File: src/rtl/seq_detect_fsm.sv
// Parametrised Mealy serial-pattern detector with debug state (s) and next state (n).
// Optional saturating match counter enabled by defining SEQDET_MATCH_COUNT_EN.
module seq_detect_fsm #(
  parameter int             W       = 4,
  parameter logic [W-1:0]   PATTERN = 4'b1011,
  parameter bit             OVERLAP = 1'b1,
  parameter int             CNT_W   = 8,
  localparam int            SW      = $clog2(W + 1)
) (
  input  logic          clk,
  input  logic          reset,
  input  logic          en,
  input  logic          clr,
  input  logic          x,
  output logic          y,
  output logic [SW-1:0] n,
  output logic [SW-1:0] s
`ifdef SEQDET_MATCH_COUNT_EN
  ,
  output logic [CNT_W-1:0] match_cnt
`endif
);

  localparam logic [SW-1:0] F_MAX = SW'(W - 1);
  localparam logic [SW-1:0] S_MAX = SW'(W);

  logic [W-2:0]  h;
  logic [SW-1:0] f;
  logic [W-1:0]  c_vec;
  logic [SW-1:0] n_calc;

  // Newest bit sits at c_vec[0]; bits above f are ignored by the fill guard.
  assign c_vec = {h, x};

  always_comb begin
    n_calc = '0;
    for (int k = 1; k <= W; k++) begin
      if ((k <= int'(f) + 1) &&
          ((((c_vec ^ (PATTERN >> (W - k))) & ({W{1'b1}} >> (W - k))) == '0)))
        n_calc = SW'(k);
    end
  end

  always_comb begin
    if (reset || clr) n = '0;
    else if (en)      n = n_calc;
    else              n = s;
  end

  assign y = en & ~clr & ~reset & (n == S_MAX);

  always_ff @(posedge clk) begin
    if (reset || clr) begin
      s <= '0;
      h <= '0;
      f <= '0;
    end else if (en) begin
      if (y && !OVERLAP) begin
        s <= '0;
        h <= '0;
        f <= '0;
      end else begin
        s <= n;
        h <= c_vec[W-2:0];
        f <= (f == F_MAX) ? f : f + 1'b1;
      end
    end
  end

`ifdef SEQDET_MATCH_COUNT_EN
  // Counter survives clr; only reset returns it to zero.
  always_ff @(posedge clk) begin
    if (reset)                          match_cnt <= '0;
    else if (y && (match_cnt != '1))    match_cnt <= match_cnt + 1'b1;
  end
`endif

endmodule

File: config.mk
export PLATFORM = sky130hd
export DESIGN_NAME = seq_detect_fsm
export DESIGN_NICKNAME = d
export VERILOG_FILES = /design/src/rtl/seq_detect_fsm.sv
export SDC_FILE = /design/constraint.sdc
export NUM_CORES = 1
export LEC_CHECK = 0
export BUFFER_PORTS_ARGS = -buffer_cell sky130_fd_sc_hd__clkbuf_2
export CORE_AREA = 2 2 39 41
export DETAILED_ROUTE_END_ITERATION = 12
export DIE_AREA = 0 0 41 43
export PLACE_DENSITY = 0.58
export RECOVER_POWER = 50
export SETUP_SLACK_MARGIN = 0.05
export SLEW_MARGIN = 25
export SYNTH_ARGS = -nofsm -noshare
export SYNTH_HDL_FRONTEND = slang
export SYNTH_SLANG_ARGS = --single-unit
File: constraint.sdc
create_clock -name clk -period 1.8 [get_ports clk]
set_input_delay 0.18 -clock clk [delete_from_list [all_inputs] [get_ports clk]]
set_output_delay 0.18 -clock clk [all_outputs]
set_load 0.01 [all_outputs]
; Word-level counts from Yosys, hierarchy flattened
; Cells that the tools add are included.
[word_totals]
reg_bits = 9
elab_cells = 37
output_inout_bits = 7
[classes]
n_eq_ne = 2
reduce_logical = 10
magnitude_cmp = 4
addsub = 2
muxes = 6
bitwise = 10
[op_table]
columns = operator, count
row1 = $le A3 B32 Y1 const A, 2
row2 = $le A2 B32 Y1 const A, 1
row3 = $logic_not A4 Y1, 4
row4 = $mux W3, 3
row5 = $not A1 Y1, 5
row6 = $add A3 B1 Y4 const B, 1
row7 = $le A3 B4 Y1 const A, 1
row8 = $logic_and A1 B1 Y1, 4
row9 = $mux W2, 2
row10 = $add A3 B1 Y3 const B, 1
row11 = $and A1 B1 Y1, 3
row12 = $eq A3 B2 Y1 const B, 1
row13 = $eq A3 B3 Y1 const B, 1
row14 = $not A3 Y3, 1
row15 = $not A2 Y2, 1
row16 = $reduce_and A2 Y1, 1
row17 = $logic_or A1 B1 Y1, 1
row18 = $mux W1, 1

; Depth between registers and ports, before layout
; Gate-level depths: netlist of the first run.
[logic_depth]
ltp_word = 11
mapped_depth = 6
ltp_nobuf = 6

; Least setup slack after synthesis of the first run
; OpenSTA, ideal clock, no wires.
[synth_timing]
path_type = reg-to-output
startpoint = reg f[0]
endpoint = out n[2]
path_stages_with_launch = 6
slack_ns = 0.025
arrival_ns = 1.595
required_ns = 1.620
path_buffers = 0
path_cell_list = dfxtp_1 > ha_1 > ha_1 > and2_1 > a22o_2 > nor3_1
[synth_via]
elab_chain_len = 6
[synth_lines]
columns = item, line_no
row1 = "start, declared", 28  ; logic [SW-1:0] f;
row2 = "start signal, assigned", 65  ; f <= (f == F_MAX) ? f : f + 1'b1;
row3 = $add A3 B1 Y4, 38  ; if ((k <= int'(f) + 1) &&
row4 = $le A3 B4 Y1, 38
row5 = $logic_and A1 B1 Y1, 38
row6 = $mux W3, 38
row7 = $mux W3, 46  ; else if (en) n = n_calc;
row8 = $mux W3, 45  ; if (reset || clr) n = '0;
row9 = "end, declared", 16  ; output logic [SW-1:0] n,
; Every way passes these cells.

; Final worst setup path of the first run
[layout_timing]
startpoint = reg f[1]
endpoint = out n[0]
[layout_via]
elab_chain_len = 9
word_cells_on_any_way = 15
[layout_lines]
columns = item, line_no
row1 = $add A3 B1 Y4 *, 38
row2 = $le A2 B32 Y1, 38
row3 = $logic_and A1 B1 Y1, 38
row4 = $mux W1, 38
row5 = $mux W2 (2 in series), 38
row6 = $mux W3 *, 38
row7 = $mux W3 *, 46
row8 = $mux W3 *, 45
; Mark *: on every way between the ends. The rest lies on a longest branch, timed or not.

==> results of run 1 <==
## path summary, 6_finish.rpt
| kind | start | endpoint | slack, ns | depth (start not counted) |
|---|---|---|---|---|
| max | f[1]$_SDFFE_PP0P_ | n[0] | -0.10 | 7 |
| min | x | h[0]$_SDFFE_PP0P_ | 0.25 | 3 |
| max reg2reg | f[1]$_SDFFE_PP0P_ | s[0]$_SDFFE_PP0P_ | -0.06 | 10 |
| min reg2reg | h[2]$_SDFFE_PP0P_ | h[2]$_SDFFE_PP0P_ | 0.51 | 2 |
## metrics by stage
step	setup WS [ns]	instances	instance area, sq um
finish	-0.101	96	717
global placement	0.0829	86	591
global route	-0.178	96	717
detailed placement	0.0751	86	591
floorplan	0.0312	58	504
CTS	-0.141	96	712
## timing repair
action	4_1_cts	5_1_grt
gates resized for setup	10	7
buffers inserted	6	0
endpoints found under the setup margin	4	5
pin swaps	8	8
## cells by family after synthesis
group / after synthesis / share of synthesized area
muxes: 3 / 0.0602
buffers and inverters: 7 / 0.0602
xor gates and xnor gates: 1 / 0.0175
and+or+nand+nor: 25 / 0.261
DFF: 9 / 0.361
adders and majority gates: 4 / 0.100
AOI/OAI and AO/OA: 9 / 0.140
## placed cells by master (no fill, tap or decap), types with 2 or more instances in the layout
cell	n
a21oi_1	2
a211oi_1	2
ha_4	2
o211ai_1	2
inv_1	5
clkbuf_2	5
dfxtp_1	6
clkbuf_1	3
nand2_1	3
dfxtp_2	3
mux2i_1	3
nor2_1	7
ha_1	2
buf_6	2
nor2b_1	2
nand4b_1	2
clkbuf_4	3
nor3_1	4
buf_4	7
nor3_2	2
buf_2	4
## layer usage
metal,vias up,part of all wire
met2,9,0.51
met5,-,0
met1,208,0.45
met4,0,0.010
li1,252,-
met3,2,0.027
## layout make-up
cell class	count	area share
multi-input cells	42	0.475
flip-flops and latches	9	0.257
repair buffers	20	0.178
clock buffers	4	0.0366
well taps	16	0.0279
inverters	5	0.0262
## registers in the layout (all words and copies together), names as in the netlist
signal  cells
f           3
h           3
s           3
## critical path, stage by stage (launching register included)
cell,delay [ns]
dfxtp_2,0.34
ha_4,0.16
ha_4,0.21
and2_4,0.15
a22o_4,0.24
o211ai_1,0.13
a21oi_1,0.10
buf_2,0.14
## power by group
part	internal (uW)	switching, uW
clock	85.2	68.2
sequential	205	5.10
combinational	42.1	41.4
total	333	115
==> flow_metrics.tcl, run 1 <==
set metrics [dict create \
    vdd_drop_max_v 0.000411 \
    syn_nets 67 \
    setup_viol_count_final 5 \
    antenna_found_initial 0 \
    status "complete, but fails checks" \
    grt_pass1_vias 374 \
    synth_area_leaders "dfxtp_1, ha_1, mux2i_1" \
    layout-drive-gt1-share 0.450 \
    grt_use_met3 0.0314 \
    cts_sinks 9 \
    tns_ns -0.316 \
    synth_cell_types 21 \
    fill_cells 129 \
    chipWidth_um 41 \
    netlist_top_cells_count "dfxtp_1, nor2_1, nor3_1, inv_1" \
    crit_path_max_fanout 5 \
    crit_path_start_kind "flop" \
    diodes 0 \
    antenna_left 0 \
    viasPerCell 4.91 \
    multiInputGateArea_sq_um 340 \
    place_congestion 0.707 \
    synthCells 58 \
    htree_levels 1 \
    drc_errors 0 \
    dp_hpwl_um 698 \
    use_met2 0.228 \
    dieArea_sq_um 1760 \
    io_buffers 11 \
    worst_hold_path_type "in -> reg" \
    path_clk_slew_ns 0.06 \
    routed_wl_um 1160 \
    syn_area_sq_um 499 \
    met1_usage 0.205 \
    grt_pass1_wl_um 1800 \
    nets 90 \
    top_usage_layer "met2" \
    power_uw 447 \
    wl_per_cell_um 12.1 \
    initial_utilization 0.361 \
    numCtsBuffers 3 \
    syn_avg_cell_area_sq_um 8.61 \
    grt_use_total 0.155 \
    path_class "reg -> out" \
    synth.ff_latch_count 9 \
    worstMarginPinSlew_ns 0.257 \
    violations "setup timing" \
    synth-seq-area-share 0.361 \
    fmax_mhz 526 \
    hold_ws_ns 0.249 \
    drv_cap 0 \
    cp.arrival_ns 1.72 \
    clockRootBuffer "clkbuf_4" \
    rsz0062_at_grt "true" \
    die_h_um 43 \
    regArea_sq_um 184 \
    synth_ff_type "dfxtp_1" \
    grt_max_degree 14 \
    clkLatencyLatePin_ns 0.26 \
    cts_buffer_depth 2 \
    cts_tree "built" \
    synth_edf_count 0 \
    core_area_sq_um 1380 \
    yosysTopAreaCell "dfxtp_1" \
    finalHoldViolCount 0 \
    power.density_nw_per_um2 624 \
    skew_ns 0.00717 \
    first_pass_iters 2 \
    endpoint_kind "output port" \
    ys_warn_count 0 \
    areaGrowthSynthToFinish_pct 43.6 \
    synth_top_area_share 0.361 \
    cp_data_required_time_ns 1.62 \
    final_max_slew_viol_count 0 \
    vias 471 \
    row_count 14 \
    ios 12 \
    post-route-min-period_ns 1.90 \
    async_flop_share 0 \
    dr.first_iter.drc_count 5 \
    grt_overflow 0 \
    hold_buffers 0 \
    yosysMostFrequentCell "dfxtp_1" \
    power.leakage_uw 0.000294 \
    finalWorstSetupSlack_ns -0.101 \
    relSlewSlack 0.828 \
    final_util 0.518 \
    fin_crit_sh 1.06 \
]
No activity file was read; power rests on OpenSTA's default activity.
==> run 2, diff against run 1 <==
--- a/config.mk
+++ b/config.mk
@@ -5,11 +5,12 @@
 export SDC_FILE = /design/constraint.sdc
 export NUM_CORES = 1
 export LEC_CHECK = 0
+export ABC_AREA = 1
 export BUFFER_PORTS_ARGS = -buffer_cell sky130_fd_sc_hd__clkbuf_2
 export CORE_AREA = 2 2 39 41
 export DETAILED_ROUTE_END_ITERATION = 12
 export DIE_AREA = 0 0 41 43
-export PLACE_DENSITY = 0.58
+export PLACE_DENSITY = 0.57
 export RECOVER_POWER = 50
 export SETUP_SLACK_MARGIN = 0.05
 export SLEW_MARGIN = 25
==> flow_metrics.tcl, run 2 <==
set metrics [dict create \
    nets 98 \
    ios 12 \
    syn_avg_cell_area_sq_um 7.12 \
    fmax_mhz 560 \
    fill_cells 146 \
    synth_top_area_share 0.378 \
    wl_per_cell_um 10.8 \
    r2r_setup_slack_ns 0.16 \
    synth_area_leaders "dfxtp_1, nand2_1, ha_1" \
    grt_pass1_vias 453 \
    power.density_nw_per_um2 633 \
    dieArea_sq_um 1760 \
    ys_warn_count 0 \
    synth.ff_latch_count 9 \
    syn_nets 76 \
    async_flop_share 0 \
    grt_max_degree 9 \
    htree_levels 1 \
    hold_buffers 0 \
    row_count 14 \
    tns_ns 0 \
    final_max_slew_viol_count 0 \
    clockRootBuffer "clkbuf_4" \
    fin_crit_sh 0.993 \
    yosysTopAreaCell "dfxtp_1" \
    layout-drive-gt1-share 0.386 \
    endpoint_kind "output port" \
    synthCells 67 \
    initial_utilization 0.344 \
    netlist_top_cells_count "nand2_1, a21oi_1, dfxtp_1, inv_1, nor2_1" \
    grt_use_total 0.155 \
    syn_area_sq_um 477 \
    setup_viol_count_final 0 \
    routed_wl_um 1120 \
    cts_sinks 9 \
    synth_edf_count 0 \
    numCtsBuffers 3 \
    core_area_sq_um 1380 \
    crit_path_max_fanout 4 \
    synth_cell_types 13 \
    viasPerCell 4.77 \
    cts_tree "built" \
    finalHoldViolCount 0 \
    path_class "reg -> out" \
    synth_ff_type "dfxtp_1" \
    skew_ns 0.00793 \
    diodes 0 \
    yosysMostFrequentCell "nand2_1" \
    relSlewSlack 0.679 \
    areaGrowthSynthToFinish_pct 43.6 \
    reg_top3 "f x3, h x3, s x3" \
    synth-seq-area-share 0.378 \
    worst_hold_path_type "in -> reg" \
    io_buffers 11 \
    antenna_left 0 \
    final_cell_mix "nand2_1, inv_1, nor2_1, a21oi_1" \
    grt_overflow 0 \
    vdd_drop_max_v 0.000601 \
    dp_hpwl_um 747 \
    power.leakage_uw 0.000299 \
    worstMarginPinSlew_ns 0.480 \
    die_h_um 43 \
    drv_cap 0 \
    crit_path_start_kind "flop" \
    hold_ws_ns 0.218 \
    clkLatencyLatePin_ns 0.26 \
    dr.first_iter.drc_count 2 \
    cts_buffer_depth 2 \
    rsz0062_at_grt "true" \
    cp_data_required_time_ns 1.62 \
    chipWidth_um 41 \
    antenna_found_initial 0 \
    vias 496 \
    drc_errors 0 \
    grt_pass1_wl_um 1830 \
    first_pass_iters 4 \
    post-route-min-period_ns 1.79 \
    cp.arrival_ns 1.61 \
    path_clk_slew_ns 0.06 \
    place_congestion 0.744 \
    final_common_cell "nand2_1" \
    status "completed" \
]
-- run 2: cell families (layout without fill, tap and decap cells) --
kind of cell / after synthesis / count (layout) / share of synthesized area
fa+ha+maj: 4 / 4 / 0.105
buf+inv: 10 / 31 / 0.0787
xor+xnor: 1 / 1 / 0.0184
compound gates: 15 / 15 / 0.157
simple gates: 28 / 28 / 0.262
flops: 9 / 9 / 0.378
-- run 2: critical path: stages, from the launching register on --
cell,delay (ns)
dfxtp_2,0.34
ha_4,0.16
ha_4,0.27
nand2_2,0.05
nand2_2,0.05
nand2_2,0.06
nor2_1,0.09
nand2_1,0.07
a21oi_1,0.12
buf_2,0.14
-- run 2: cell type report --
type | count | area [sq um] | area share
inverters | 10 | 37.5 | 0.0548
multi-input cells | 48 | 314 | 0.459
well taps | 16 | 20.0 | 0.0293
clock buffers | 4 | 26.3 | 0.0384
repair buffers | 17 | 103 | 0.150
flip-flops and latches | 9 | 184 | 0.269
-- run 2: power breakdown --
| group | switching [uW] | internal, uW | total (uW) |
|---|---|---|---|
| clock network | 68.8 | 85.3 | 154 |
| logic | 39.1 | 27.3 | 66.4 |
| registers | 5.72 | 207 | 212 |
| total | 114 | 319 | 433 |
-- run 2: path summary, 6_finish.rpt --
check / start / to / cells after the start
max: f[0]$_SDFFE_PP0P_ / n[1] / 9
min: en / h[0]$_SDFFE_PP0P_ / 2
max reg2reg: f[0]$_SDFFE_PP0P_ / s[1]$_SDFFE_PP0P_ / 11
min reg2reg: s[1]$_SDFFE_PP0P_ / s[1]$_SDFFE_PP0P_ / 2
-- run 2: routing by layer --
layer	vias up	global-route usage	part of all wire
met1	220	0.186	0.45
met4	0	0.0200	0
met2	15	0.247	0.49
met5	-	0	0
met3	0	0.0785	0.065
li1	261	-	-
-- run 2: timing repair --
item                                    CTS  global route
endpoints found under the setup margin    4             4
buffers inserted                          6             0
resized for setup                         9            10
pin swaps                                 7             4
-- run 2: through the flow --
stage	util	cell area (sq um)	worst slack [ns]	cells	power, uW
final	0.495	684	0.0132	104	433
after global routing	0.495	684	-0.0805	104	463
after CTS	0.490	678	-0.0394	105	434
after detailed placement	0.404	559	0.114	95	268
after global placement	0.404	559	0.111	95	268
after floorplan	-	477	0.267	67	249
==> run 3, diff against run 2 <==
--- a/config.mk
+++ b/config.mk
@@ -6,14 +6,14 @@
 export NUM_CORES = 1
 export LEC_CHECK = 0
 export ABC_AREA = 1
-export BUFFER_PORTS_ARGS = -buffer_cell sky130_fd_sc_hd__clkbuf_2
 export CORE_AREA = 2 2 39 41
 export DETAILED_ROUTE_END_ITERATION = 12
 export DIE_AREA = 0 0 41 43
-export PLACE_DENSITY = 0.57
+export DONT_BUFFER_PORTS = 1
+export PLACE_DENSITY = 0.49
 export RECOVER_POWER = 50
 export SETUP_SLACK_MARGIN = 0.05
-export SLEW_MARGIN = 25
+export SLEW_MARGIN = 20
 export SYNTH_ARGS = -nofsm -noshare
 export SYNTH_HDL_FRONTEND = slang
 export SYNTH_SLANG_ARGS = --single-unit
==> flow_metrics.tcl, run 3 (synthesis gave the netlist of run 2 again) <==
set metrics [dict create \
    skew_ns 0.00349 \
    relSlewSlack 0.779 \
    core_area_sq_um 1380 \
    setup_viol_count_final 0 \
    dr.first_iter.drc_count 3 \
    grt_use_total 0.149 \
    fmax_mhz 581 \
    die_h_um 43 \
    grt_pass1_vias 419 \
    initial_utilization 0.344 \
    vias 446 \
    dieArea_sq_um 1760 \
    io_buffers 0 \
    status "completed" \
    fill_cells 146 \
    pwr-share-clk 0.367 \
    cp.arrival_ns 1.54 \
    viasPerCell 4.80 \
    path_clk_slew_ns 0.06 \
    endpoint_kind "output port" \
    wl_per_cell_um 11.5 \
    fin_crit_sh 0.956 \
    p_int_uw 317 \
    clkLatencyLatePin_ns 0.26 \
    vdd_drop_max_v 0.000376 \
    cts_buffer_depth 2 \
    p_sw_frac 0.262 \
    crit_path_start_kind "flop" \
    crit_chain "ha_4 -> ha_4 -> nand2_2 -> nand2_2 -> nand2_2 -> nor2_1 -> nand2_1 -> a21oi_2" \
    power_uw 429 \
    dp_hpwl_um 714 \
    final_cell_area_sq_um 629 \
    diodes 0 \
    pwr-share-comb 0.138 \
    reg_top3 "f x3, h x3, s x3" \
    final_cell_mix "nand2_1, nor2_1, inv_1, a21oi_1" \
    p_seq_frac 0.495 \
    routed_wl_um 1070 \
    cts_tree "built" \
    power.leakage_uw 0.000257 \
    clockRootBuffer "clkbuf_4" \
    power.density_nw_per_um2 682 \
    crit_path_max_incr_delay_ns 0.33 \
    antenna_found_initial 0 \
    numCtsBuffers 3 \
    nets 87 \
    cp_slowest_cell "dfxtp_2" \
    cts_sinks 9 \
    path_class "reg -> out" \
    rsz0062_at_grt "true" \
    cp_data_required_time_ns 1.62 \
    worstMarginPinSlew_ns 0.330 \
    layout-drive-gt1-share 0.312 \
    row_count 14 \
    final_max_slew_viol_count 0 \
    first_pass_iters 3 \
    post-route-min-period_ns 1.72 \
    chipWidth_um 41 \
    ios 12 \
    areaGrowthSynthToFinish_pct 32.0 \
    cp_common_cell "nand2_2" \
    finalHoldViolCount 0 \
    grt_overflow 0 \
    crit_path_max_fanout 4 \
    dpl_cell_area_sq_um 519 \
    worst_hold_path_type "in -> reg" \
    grt_pass1_wl_um 1690 \
    place_congestion 0.719 \
    grt_max_degree 9 \
    htree_levels 1 \
    switchingPower_uw 113 \
    drv_cap 0 \
    antenna_left 0 \
    drc_errors 0 \
    final_common_cell "nand2_1" \
]
run 3: path summary, 6_finish.rpt:
check                    start           endpoint  slack (ns)  depth (start not counted)
max          f[1]$_SDFFE_PP0P_               n[1]        0.08                          8
max reg2reg  f[1]$_SDFFE_PP0P_  s[1]$_SDFFE_PP0P_        0.40                          9
min                         en  h[1]$_SDFFE_PP0P_         0.1                          2
min reg2reg  h[1]$_SDFFE_PP0P_  h[2]$_SDFFE_PP0P_        0.53                          2
run 3: stage by stage:
stage               hold WS [ns]  utilization  setup TNS [ns]  cells  setup WS [ns]
floorplan                  0.270            -               0     67          0.267
global placement           0.270        0.375               0     86          0.205
detailed placement         0.273        0.375               0     86          0.203
CTS                       0.0973        0.443               0     93         0.0295
global route              0.0943        0.455         -0.0199     93        -0.0199
finish                    0.0989        0.455               0     93         0.0797
run 3: layout make-up:
| cell class | instances | area, sq um | area share |
|---|---|---|---|
| clock buffers | 4 | 26.3 | 0.0417 |
| flip-flops and latches | 9 | 184 | 0.292 |
| repair buffers | 6 | 47.5 | 0.0755 |
| multi-input cells | 48 | 314 | 0.499 |
| well taps | 16 | 20.0 | 0.0318 |
| inverters | 10 | 37.5 | 0.0596 |
run 3: routing by layer:
metal | global-route usage | up-vias | share of wire
li1 | - | 236 | -
met1 | 0.188 | 198 | 0.45
met2 | 0.206 | 8 | 0.49
met3 | 0.0471 | 4 | 0.043
met4 | 0.100 | 0 | 0.020
met5 | 0 | - | 0
run 3: power by group through the flow:
stage | clock, uW | combinational [uW] | sequential [uW]
floorplan | 0 | 33.2 | 216
CTS | 165 | 54.6 | 212
global route | 175 | 66.9 | 214
detailed placement | 0 | 46.7 | 216
finish | 157 | 59.2 | 213
global placement | 0 | 46.9 | 216
run 3: worst max-delay path, delay by kind of cell, from the launching register on:
family          cells  cell delay, ns
compound gates      1            0.18
fa+ha+maj           2            0.44
flops               1            0.33
simple gates        5            0.33
run 3: repair_timing:
action,in CTS,in global routing
resized for setup,11,5
setup endpoints to repair,3,2
buffers inserted,2,0
hold endpoints to repair,2,0
pin swaps,9,6
hold buffers,1,0
